===== config.mk =====
export PLATFORM = sky130hd
export DESIGN_NAME = snake_state_engine_flat
export DESIGN_NICKNAME = d
export VERILOG_FILES = /design/src/rtl/snake_state_engine_if.sv /design/src/rtl/snake_state_engine.sv /design/src/flat_wrapper.sv
export SDC_FILE = /design/constraint.sdc
export NUM_CORES = 1
export LEC_CHECK = 0
export BUFFER_PORTS_ARGS = -buffer_cell sky130_fd_sc_hd__buf_2
export CELL_PAD_IN_SITES_DETAIL_PLACEMENT = 1
export CELL_PAD_IN_SITES_GLOBAL_PLACEMENT = 1
export CORE_MARGIN = 5
export CORE_UTILIZATION = 41
export CTS_BUF_LIST = sky130_fd_sc_hd__clkbuf_8
export DETAILED_ROUTE_END_ITERATION = 10
export PLACE_DENSITY = 0.8
export SLEW_MARGIN = 5
export SYNTH_ARGS = -nofsm -noshare
export SYNTH_HDL_FRONTEND = slang
export SYNTH_SLANG_ARGS = --single-unit

===== constraint.sdc =====
create_clock -name Clk -period 4.23 [get_ports Clk]
set_input_delay 0.6345 -clock Clk [delete_from_list [all_inputs] [get_ports Clk]]
set_output_delay 0.6345 -clock Clk [all_outputs]
set_load 0.005 [all_outputs]

===== src/rtl/snake_state_engine_if.sv =====
// snake_state_engine_if: move/start/button strobes in, rendered game-state bundle out
interface snake_state_engine_if;
    logic         Tick;
    logic         Start;
    logic         BtnU;
    logic         BtnD;
    logic         BtnL;
    logic         BtnR;
    logic [127:0] Locations_Flat;
    logic [7:0]   Food;
    logic [3:0]   Length;
    logic         Qw;
    logic         Ql;
    logic         Qc;

    modport master (
        output Tick, Start, BtnU, BtnD, BtnL, BtnR,
        input  Locations_Flat, Food, Length, Qw, Ql, Qc
    );

    modport slave (
        input  Tick, Start, BtnU, BtnD, BtnL, BtnR,
        output Locations_Flat, Food, Length, Qw, Ql, Qc
    );
endinterface


===== src/rtl/snake_state_engine.sv =====
// snake_state_engine: 16x16 snake game core (segments, food, length, win/lose/consume); define WRAP_EN to make walls wrap
module snake_state_engine #(
    parameter int unsigned WIN_LEN   = 15,
    parameter logic [7:0]  START_POS = 8'h77,
    parameter logic [7:0]  FOOD_INIT = 8'h7B,
    parameter logic [7:0]  LFSR_SEED = 8'hA5
) (
    input logic Clk,
    input logic Reset,
    snake_state_engine_if.slave bus
);
    typedef enum logic [2:0] {INIT, RUN, CONSUME, WIN, LOSE} state_t;
    typedef enum logic [1:0] {UP, DOWN, LEFT, RIGHT} dir_t;

    state_t     state, state_n;
    dir_t       dir, dir_n, pend, pend_n, req, eff;
    logic [7:0] seg [16];
    logic [7:0] seg_n [16];
    logic [7:0] food, food_n, lfsr, new_head;
    logic [3:0] length, length_n, row, col;
    logic       qw, ql, qc, btn, wall, eat, hit, taken;

    // Free-running food LFSR, x^8+x^6+x^5+x^4+1
    always_ff @(posedge Clk) begin
        if (Reset) lfsr <= LFSR_SEED;
        else       lfsr <= {lfsr[6:0], lfsr[7] ^ lfsr[5] ^ lfsr[4] ^ lfsr[3]};
    end

    // Button decode, next head cell and collision tests
    always_comb begin
        btn = bus.BtnU | bus.BtnD | bus.BtnL | bus.BtnR;
        req = bus.BtnU ? UP : bus.BtnD ? DOWN : bus.BtnL ? LEFT : RIGHT;
        eff = (state == RUN && bus.Tick) ? pend : dir;
        row = seg[0][7:4];
        col = seg[0][3:0];
        new_head = pend == UP   ? {row - 4'd1, col} :
                   pend == DOWN ? {row + 4'd1, col} :
                   pend == LEFT ? {row, col - 4'd1} : {row, col + 4'd1};
`ifdef WRAP_EN
        wall = 1'b0;
`else
        wall = (pend == UP && row == 4'd0) || (pend == DOWN && row == 4'd15) ||
               (pend == LEFT && col == 4'd0) || (pend == RIGHT && col == 4'd15);
`endif
        eat = new_head == food;
        hit = 1'b0;
        taken = 1'b0;
        // The tail vacates on a plain move, but stays put when the snake grows
        for (int i = 1; i < 16; i++)
            if (seg[i] == new_head && 4'(i) < (eat ? length : length - 4'd1)) hit = 1'b1;
        for (int i = 0; i < 16; i++)
            if (seg[i] == lfsr && 4'(i) < length) taken = 1'b1;
    end

    // Game FSM next state and datapath update; everything holds by default
    always_comb begin
        state_n = state;
        dir_n = dir;
        pend_n = (btn && !(req == dir_t'(eff ^ 2'd1) && length > 4'd1)) ? req : pend;
        seg_n = seg;
        length_n = length;
        food_n = food;
        if (state == INIT) begin
            pend_n = pend;
            if (bus.Start) state_n = RUN;
        end else if (state == RUN) begin
            if (bus.Tick) begin
                dir_n = pend;
                if (wall || hit) state_n = LOSE;
                else begin
                    for (int i = 15; i > 0; i--) seg_n[i] = seg[i-1];
                    seg_n[0] = new_head;
                    if (eat) begin
                        length_n = length + 4'd1;
                        state_n = CONSUME;
                    end
                end
            end
        end else if (state == CONSUME) begin
            food_n = lfsr;
            state_n = taken ? CONSUME : (length == 4'(WIN_LEN) ? WIN : RUN);
        end else begin
            pend_n = pend;
            if (bus.Start) begin
                state_n = INIT;
                dir_n = RIGHT;
                pend_n = RIGHT;
                seg_n = '{default: START_POS};
                length_n = 4'd1;
                food_n = FOOD_INIT;
            end
        end
    end

    // State and datapath registers; status flags are registered copies of the next state
    always_ff @(posedge Clk) begin
        if (Reset) begin
            state <= INIT;
            dir <= RIGHT;
            pend <= RIGHT;
            seg <= '{default: START_POS};
            length <= 4'd1;
            food <= FOOD_INIT;
            qw <= 1'b0;
            ql <= 1'b0;
            qc <= 1'b0;
        end else begin
            state <= state_n;
            dir <= dir_n;
            pend <= pend_n;
            seg <= seg_n;
            length <= length_n;
            food <= food_n;
            qw <= state_n == WIN;
            ql <= state_n == LOSE;
            qc <= state_n == CONSUME;
        end
    end

    for (genvar g = 0; g < 16; g++) begin : g_flat
        assign bus.Locations_Flat[127-8*g -: 8] = seg[g];
    end

    assign bus.Food = food;
    assign bus.Length = length;
    assign bus.Qw = qw;
    assign bus.Ql = ql;
    assign bus.Qc = qc;
endmodule


===== src/flat_wrapper.sv =====
// flat-port wrapper written by rule: the top's interface ports become plain ports
module snake_state_engine_flat 
#(
    parameter int unsigned WIN_LEN   = 15,
    parameter logic [7:0]  START_POS = 8'h77,
    parameter logic [7:0]  FOOD_INIT = 8'h7B,
    parameter logic [7:0]  LFSR_SEED = 8'hA5
)
  (Clk, Reset, bus_Tick, bus_Start, bus_BtnU, bus_BtnD, bus_BtnL, bus_BtnR, bus_Locations_Flat, bus_Food, bus_Length, bus_Qw, bus_Ql, bus_Qc);
  snake_state_engine_if bus_i ();
  input logic Clk;
  input logic Reset;
  input wire logic [$bits(bus_i.Tick)-1:0] bus_Tick;
  input wire logic [$bits(bus_i.Start)-1:0] bus_Start;
  input wire logic [$bits(bus_i.BtnU)-1:0] bus_BtnU;
  input wire logic [$bits(bus_i.BtnD)-1:0] bus_BtnD;
  input wire logic [$bits(bus_i.BtnL)-1:0] bus_BtnL;
  input wire logic [$bits(bus_i.BtnR)-1:0] bus_BtnR;
  output wire logic [$bits(bus_i.Locations_Flat)-1:0] bus_Locations_Flat;
  output wire logic [$bits(bus_i.Food)-1:0] bus_Food;
  output wire logic [$bits(bus_i.Length)-1:0] bus_Length;
  output wire logic [$bits(bus_i.Qw)-1:0] bus_Qw;
  output wire logic [$bits(bus_i.Ql)-1:0] bus_Ql;
  output wire logic [$bits(bus_i.Qc)-1:0] bus_Qc;
  assign bus_i.Tick = bus_Tick;
  assign bus_i.Start = bus_Start;
  assign bus_i.BtnU = bus_BtnU;
  assign bus_i.BtnD = bus_BtnD;
  assign bus_i.BtnL = bus_BtnL;
  assign bus_i.BtnR = bus_BtnR;
  assign bus_Locations_Flat = bus_i.Locations_Flat;
  assign bus_Food = bus_i.Food;
  assign bus_Length = bus_i.Length;
  assign bus_Qw = bus_i.Qw;
  assign bus_Ql = bus_i.Ql;
  assign bus_Qc = bus_i.Qc;
  snake_state_engine #(.WIN_LEN(WIN_LEN), .START_POS(START_POS), .FOOD_INIT(FOOD_INIT), .LFSR_SEED(LFSR_SEED)) u_core (.Clk(Clk), .Reset(Reset), .bus(bus_i));
endmodule

==> run_results.csv, run 1 <==
group,metric,value,unit
die,die_extent_in_y,172,µm
layout,syn2layout_area_growth,15.9,%
logic_synthesis,seq_area_frac_synth,0.294,
global_route,top_usage_layer,"met2",
layout,layout.cell_area.non_filler,12500,µm²
clocking,clockRootBuffer,"clkbuf_8",
power_and_ir_drop,clock_power_share,0.269,
worst_setup_path,r2r_setup_slack,0.19,ns
worst_setup_path,cpMaxStageDelayCell,"or4b_1",
routing,via_total_after_detailed_routing,10400,
clocking,clock_sink_count,158,
global_route,grt_overflow,0,
worst_setup_path,critical_path.top_delay_family,"simple AND/OR/NAND/NOR gates",
layout,ff_latch_area,3170,µm²
worst_setup_path,startpoint_type,"flop",
worst_setup_path,cp_slowest_stage_delay,0.56,ns
worst_setup_path,rr_worst_depth,15,
layout,final-instance-count-excl-fill,1749,
routing,drtAntennaViolNets,0,
sta,slew_viol_final,0,
layout,drive_above_1_share,0.218,
status,result_of_the_run,"complete, no violations",
routing,wl,41900,µm
logic_synthesis,post_synth_num_cell_types,73,
die,die_width,172,µm
placement,place_congestion,0.926,
layout,final_core_utilization,0.480,
min_path,timing.hold.worst_path_depth,2,
sta,holdWs,0.506,ns
worst_setup_path,crit_path_frequent_cell,"xnor2_1",
die,die-area,29600,µm²
clocking,h-tree-depth,4,
clocking,cts_tree,"built",
worst_setup_path,maximum_fanout_count_along_the_critical_path,9,
global_route,global_route_wire_length_before_repair,63800,µm
power_and_ir_drop,power_switching,1.64,mW
logic_synthesis,synth-async-reset-ratio,0,
placement,placed_cells_incl_taps,1711,
clocking,cts-hold-fix-buffers,0,
layout,antennaDiodeCount,0,
clocking,path_clk_slew,0.10,ns
die,initial_utilization,0.415,
placement,dp_slack,-0.0546,ns
power_and_ir_drop,cellPowerDensity,339,nW/µm²
layout,multi_input_area,7100,µm²
die,core-area,26000,µm²
worst_setup_path,crit_chain,"nand2b_1 -> xnor2_1 -> ha_1 -> or4b_1 -> and2_1 -> xnor2_1 -> a211o_1 -> nor4_2 -> o21bai_1 -> a221oi_1 -> o31a_1 -> nor4_4 -> buf_4 -> o21ai_0 -> a32oi_1",
logic_synthesis,compound_gate_portion_of_the_synthesized_area,0.109,
logic_synthesis,synth-edff-count,0,
logic_synthesis,ys_ff_latch,158,
min_path,hold_path_startpoint,"u_core.bus.Locations_Flat[7]",
job,maxCapViolations,0,
die,num_rows,59,
sta,post-route-min-period,4.04,ns
min_path,hold_path_end,"u_core.bus.Locations_Flat[7]",
sta,setup_repair_after_global_routing_missed_its_margin,"true",
power_and_ir_drop,report.power.total,4.23,mW
logic_synthesis,netlist.area_leader.share,0.294,
sta,final_cycle_utilization_of_the_critical_path,0.955,
logic_synthesis,netlist_top_cells_area,"dfxtp_1 29%, xnor2_1 11%, xor2_1 9.1%, mux2i_1 8.2%, nor2_1 4.3%",
sta,setup_total_negative_slack,0,ns
worst_setup_path,criticalPathCategory,"reg2reg",
sta,finClkSkew,0.0172,ns
logic_synthesis,synth-xor-area-share,0.233,
power_and_ir_drop,switching_share,0.388,
logic_synthesis,yosys-mux-area-fraction,0.0870,
global_route,antenna_found_initial,0,
worst_setup_path,path_buf_inv,1,
routing,post_detailed_route_wirelength_per_cell,24.0,µm
layout,fin_nets,1416,
power_and_ir_drop,internal,2.59,mW
worst_setup_path,r2r-start,"u_core.pend[0]",
logic_synthesis,synthesis.area,10800,µm²
global_route,global_route.usage.met2,0.448,
logic_synthesis,yosys_warnings,0,
sta,final_hold_viol_count,0,
global_route,grt_util_all_layers,0.280,
routing,number_of_detailed_route_iterations_in_the_first_pass,5,
clocking,insertion_delay_of_the_later_clocked_pin_in_the_worst_skew_pair,0.48,ns
sta,relSlewSlack,0.339,
logic_synthesis,synth_area_leader_cell,"dfxtp_1",
logic_synthesis,syn_nets,1288,
power_and_ir_drop,ir_worst_vdd,140,µV
global_route,grt_max_degree,123,
placement,portBuffers,150,
routing,detail_route.vias_per_cell,5.92,
min_path,min-delay-path-class,"reg2reg",
worst_setup_path,crit-reg2reg-capture,"u_core.bus.Length[0]",
worst_setup_path,critPathCaptureType,"flop",
global_route,groute.layer.met1.usage,0.384,
sta,finalSetupViolCount,0,
routing,drc,0,
clocking,clock_path_buffers,2,
die,pin_count,151,
power_and_ir_drop,power_frac_comb,0.364,
power_and_ir_drop,seqPwrFrac,0.367,
global_route,met3_use_gr,0.0496,
worst_setup_path,crit_start,"u_core.pend[0]",
placement,post-dp-hpwl,29600,µm
logic_synthesis,synth_flop_cell,"dfxtp_1",
logic_synthesis,post_synth_and_or_nand_nor_area_fraction,0.217,
logic_synthesis,synth_cells,1273,
layout,fillCellCount,3138,
placement,placed_area,12000,µm²
sta,tightestPinTransition,0.987,ns
worst_setup_path,critPathArrivalTime,4.37,ns
global_route,grt_pass1_vias,10500,
power_and_ir_drop,power_leakage,4.39,nW
logic_synthesis,synth_top_family_by_area,"XOR/XNOR gates",
routing,drt_iter0_drc,998,
logic_synthesis,synth_area_per_cell,8.46,µm²
worst_setup_path,required,4.56,ns
logic_synthesis,synth_fa_ha_area_frac,0.00813,
sta,final.setup.worst_slack,0.190,ns
sta,maximum_clock_frequency,248,MHz
clocking,number_of_cts_inserted_buffers,17,
==> area by class of cell <==
| cell class | count | area share |
|---|---|---|
| Multi-Input combinational cell | 990 | 0.569 |
| Inverter | 14 | 0.00421 |
| Sequential cell | 158 | 0.254 |
| Timing Repair Buffer | 220 | 0.110 |
| Tap cell | 335 | 0.0336 |
| Clock buffer | 17 | 0.0187 |
| Clock inverter | 15 | 0.0111 |
==> synth_stat cells, types with 10 or more instances <==
library cell    n
o22ai_1        10
nand3_1        22
nor2_1        124
a21oi_1        70
nand2b_1       37
o21ai_0        18
xnor3_1        12
nor3_1         74
a31oi_1        18
nand2_1        43
nand4_1        24
or2_2          26
nor4_1         35
xor2_1        112
inv_1          14
clkbuf_1       75
mux2i_1        88
dfxtp_1       158
buf_2          12
buf_1          11
xnor2_1       138
==> cells by family (layout without fill, tap and decap cells) <==
| logic type | after synthesis | after routing |
|---|---|---|
| adders and majority gates | 7 | 7 |
| DFF | 158 | 158 |
| buffers and inverters | 125 | 266 |
| xor gates and xnor gates | 265 | 265 |
| muxes | 91 | 91 |
| AOI/OAI and AO/OA | 185 | 185 |
| and+or+nand+nor | 442 | 442 |
==> sequential cells by signal, indices dropped and copies added, names as in the netlist <==
name and flops:
u_core.bus.Locations_Flat 128, u_core.bus.Food 8, u_core.lfsr 8, u_core.bus.Length 4
u_core.state 3, u_core.dir 2, u_core.pend 2, u_core.bus.Qc 1
u_core.bus.Ql 1, u_core.bus.Qw 1
==> per-layer routing <==
layer	part of all wire	wire, µm	vias to the layer above
li1	-	-	4702
met1	0.44	18200	5094
met2	0.46	19400	466
met3	0.073	3040	90
met4	0.029	1210	0
met5	0	0	-
==> tightest hold or removal path, delay by kind of cell (launching register included) <==
family / cells / cell delay (ns)
multiplexers: 1 / 0.07
flip-flops: 1 / 0.33
AND/OR/NAND/NOR: 1 / 0.07
==> cell usage in the layout, fill, tap and decap left out, drive strengths merged, types with 4 or more instances in the layout <==
cell / synthesis / routed
a2111oi: 4 / 4
a211oi: 5 / 5
a21o: 4 / 4
a21oi: 72 / 72
a31oi: 18 / 18
and2: 4 / 4
and3: 8 / 8
buf: 36 / 220
clkbuf: 75 / 17
clkinv: 0 / 5
dfxtp: 158 / 158
ha: 7 / 7
inv: 14 / 20
mux2i: 90 / 90
nand2: 45 / 45
nand2b: 37 / 37
nand3: 22 / 22
nand3b: 7 / 7
nand4: 25 / 25
nand4b: 8 / 8
nor2: 124 / 124
nor2b: 7 / 7
nor3: 74 / 74
nor4: 37 / 37
o2111ai: 6 / 6
o21ai: 26 / 26
o21bai: 4 / 4
o22ai: 10 / 10
o31ai: 7 / 7
o41ai: 4 / 4
or2: 27 / 27
or3: 6 / 6
or4: 5 / 5
xnor2: 141 / 141
xnor3: 12 / 12
xor2: 112 / 112
==> timing repair <==
item	4_1_cts	5_1_grt
gates cloned	0	0
resized for setup	2	12
pin swaps	0	1
endpoints found under the setup margin	43	128
buffers inserted	0	6
==> worst max-delay path by stage <==
stage                                endpoint  depth (start not counted)
6_report                 u_core.bus.Length[0]                         15
5_1_grt                  u_core.bus.Length[2]                         14
4_1_cts         u_core.bus.Locations_Flat[77]                         15
3_5_place_dp    u_core.bus.Locations_Flat[77]                         15
3_3_place_gp    u_core.bus.Locations_Flat[93]                         15
2_1_floorplan  u_core.bus.Locations_Flat[113]                         20
==> power groups by stage <==
stage | Clock [mW] | Sequential [mW] | Combinational (mW)
4_1_cts | 1.15 | 1.55 | 1.49
3_5_place_dp | 0 | 1.58 | 1.46
6_report | 1.14 | 1.55 | 1.54
5_1_grt | 1.22 | 1.55 | 1.62
2_1_floorplan | 0 | 1.56 | 1.07
3_3_place_gp | 0 | 1.58 | 1.42
No activity file was read; power rests on OpenSTA's default activity.
==> inputs of run 2 (changes only) <==
--- a/constraint.sdc
+++ b/constraint.sdc
@@ -3,2 +3,2 @@
 set_output_delay 0.6345 -clock Clk [all_outputs]
-set_load 0.005 [all_outputs]
+set_load 0.05 [all_outputs]
==> run_results.csv, run 2 (synthesis results as in run 1) <==
group,metric,value,unit
sta,setup_repair_after_global_routing_missed_its_margin,"false",
clocking,cts_tree,"built",
clocking,path_clk_slew,0.10,ns
global_route,grt_util_all_layers,0.278,
die,die_extent_in_y,172,µm
routing,post_detailed_route_wirelength_per_cell,24.0,µm
routing,drc,0,
placement,placed_cells_incl_taps,1712,
sta,tightestPinTransition,0.923,ns
die,die_width,172,µm
worst_setup_path,startpoint_type,"flop",
die,die-area,29600,µm²
worst_setup_path,crit_start,"u_core.pend[0]",
layout,syn2layout_area_growth,15.9,%
worst_setup_path,r2r-start,"u_core.pend[0]",
layout,ff_latch_area,3170,µm²
placement,dp_slack,0.0203,ns
power_and_ir_drop,power_leakage,4.38,nW
sta,maximum_clock_frequency,248,MHz
routing,wl,41900,µm
worst_setup_path,r2r_setup_slack,0.19,ns
global_route,met3_use_gr,0.0439,
routing,drtAntennaViolNets,0,
sta,final_hold_viol_count,0,
sta,slew_viol_final,0,
placement,post-dp-hpwl,29900,µm
worst_setup_path,required,4.58,ns
min_path,min-delay-path-class,"reg2reg",
placement,placed_area,12000,µm²
worst_setup_path,criticalPathCategory,"reg2reg",
clocking,clockRootBuffer,"clkbuf_8",
die,initial_utilization,0.415,
sta,setup_total_negative_slack,0,ns
layout,leading_cell_type_in_the_layout_fill_and_taps_excluded,"dfxtp_1",
clocking,insertion_delay_of_the_later_clocked_pin_in_the_worst_skew_pair,0.49,ns
layout,layout.cell_area.non_filler,12500,µm²
worst_setup_path,crit-reg2reg-capture,"u_core.bus.Length[2]",
sta,finalSetupViolCount,0,
sta,post-route-min-period,4.04,ns
global_route,top_usage_layer,"met2",
layout,fin_nets,1413,
die,core-area,26000,µm²
layout,flip_flop_count_of_the_largest_register_all_copies_and_words_added,128,
global_route,grt_pass1_vias,10600,
clocking,h-tree-depth,4,
routing,drt_iter0_drc,867,
routing,via_total_after_detailed_routing,10400,
layout,mostFrequentLayoutCells,"156 x dfxtp_1, 149 x buf_2, 137 x xnor2_1, 123 x nor2_1, 112 x xor2_1",
global_route,global_route.usage.met2,0.458,
clocking,clock_sink_count,158,
worst_setup_path,critPathArrivalTime,4.39,ns
routing,detail_route.vias_per_cell,5.94,
global_route,global_route_wire_length_before_repair,63500,µm
sta,final.setup.worst_slack,0.194,ns
worst_setup_path,critPathCaptureType,"flop",
worst_setup_path,setup.worst_path.end,"u_core.bus.Length[2]",
sta,final_cycle_utilization_of_the_critical_path,0.954,
die,num_rows,59,
global_route,grt_overflow,0,
sta,relSlewSlack,0.382,
routing,number_of_detailed_route_iterations_in_the_first_pass,7,
worst_setup_path,rr_worst_depth,16,
layout,fillCellCount,3154,
global_route,grt_max_degree,100,
job,maxCapViolations,0,
layout,drive_above_1_share,0.215,
global_route,groute.layer.met1.usage,0.376,
placement,portBuffers,150,
status,result_of_the_run,"complete, no violations",
sta,holdWs,0.503,ns
clocking,cts-hold-fix-buffers,0,
power_and_ir_drop,report.power.total,4.37,mW
clocking,number_of_cts_inserted_buffers,17,
layout,multi_input_area,7100,µm²
power_and_ir_drop,cellPowerDensity,350,nW/µm²
sta,finClkSkew,0.0187,ns
layout,final-instance-count-excl-fill,1746,
placement,place_congestion,0.947,
worst_setup_path,maximum_fanout_count_along_the_critical_path,8,
power_and_ir_drop,ir_worst_vdd,236,µV
global_route,antenna_found_initial,0,
die,pin_count,151,
layout,final_core_utilization,0.481,
layout,antennaDiodeCount,0,
clocking,clock_path_buffers,2,
==> run 2: changes by cell type in the layout (fill, tap and decap cells not counted), sizes merged <==
cell and delta:
buf -3, inv -3, bufinv +2, clkbuf +1, clkinv +1, clkinvlp -1
==> run 2: worst min-delay path by stage <==
stage                                       from                      endpoint  slack, ns  depth (start not counted)
finish              u_core.bus.Locations_Flat[7]  u_core.bus.Locations_Flat[7]       0.50                          2
floorplan                          u_core.dir[1]                 u_core.dir[1]       0.44                          2
detailed placement                 u_core.dir[1]                 u_core.dir[1]       0.49                          2
global route        u_core.bus.Locations_Flat[3]  u_core.bus.Locations_Flat[3]       0.54                          2
global placement                   u_core.dir[1]                 u_core.dir[1]       0.47                          2
CTS                 u_core.bus.Locations_Flat[7]  u_core.bus.Locations_Flat[7]       0.50                          2
==> run 2: per-layer routing <==
layer | wire, µm | up-vias | share of wire
li1 | - | 4697 | -
met3 | 2570 | 72 | 0.061
met5 | 0 | - | 0
met4 | 952 | 0 | 0.023
met1 | 18600 | 5225 | 0.44
met2 | 19800 | 379 | 0.47
==> run 2: area by class of cell <==
cell class                      instances  share of cell area
Tap cell                              335              0.0336
Timing Repair Buffer                  217               0.107
Clock inverter                         14              0.0134
Multi-Input combinational cell        990               0.569
Inverter                               14             0.00421
Clock buffer                           18              0.0198
Sequential cell                       158               0.254
==> run 2: critical path, stage by stage (launching register included) <==
cell and delay (ns):
dfxtp_1 0.32, nand2b_1 0.15, xnor2_1 0.13, ha_1 0.19, or4b_1 0.54, nand2_1 0.14
buf_4 0.18, buf_4 0.13, o21ai_0 0.08, a2bb2oi_1 0.18, nor4_2 0.08, o21ai_0 0.20
a221oi_1 0.13, o31ai_1 0.44, nand3_1 0.42, o41ai_1 0.46, a21oi_1 0.11
==> run 2: timing repair <==
| item | CTS | global route |
|---|---|---|
| buffers inserted | 2 | 0 |
| setup endpoints to repair | 1 | 13 |
| resized for setup | 0 | 6 |
| cloned | 0 | 0 |
| pin swaps | 1 | 0 |
==> run 2: where the power goes <==
part           internal [mW]  total [mW]  switching [mW]
clock                  0.601        1.26           0.657
combinational          0.601        1.57           0.971
sequential              1.51        1.55          0.0374
total                   2.71        4.37            1.66
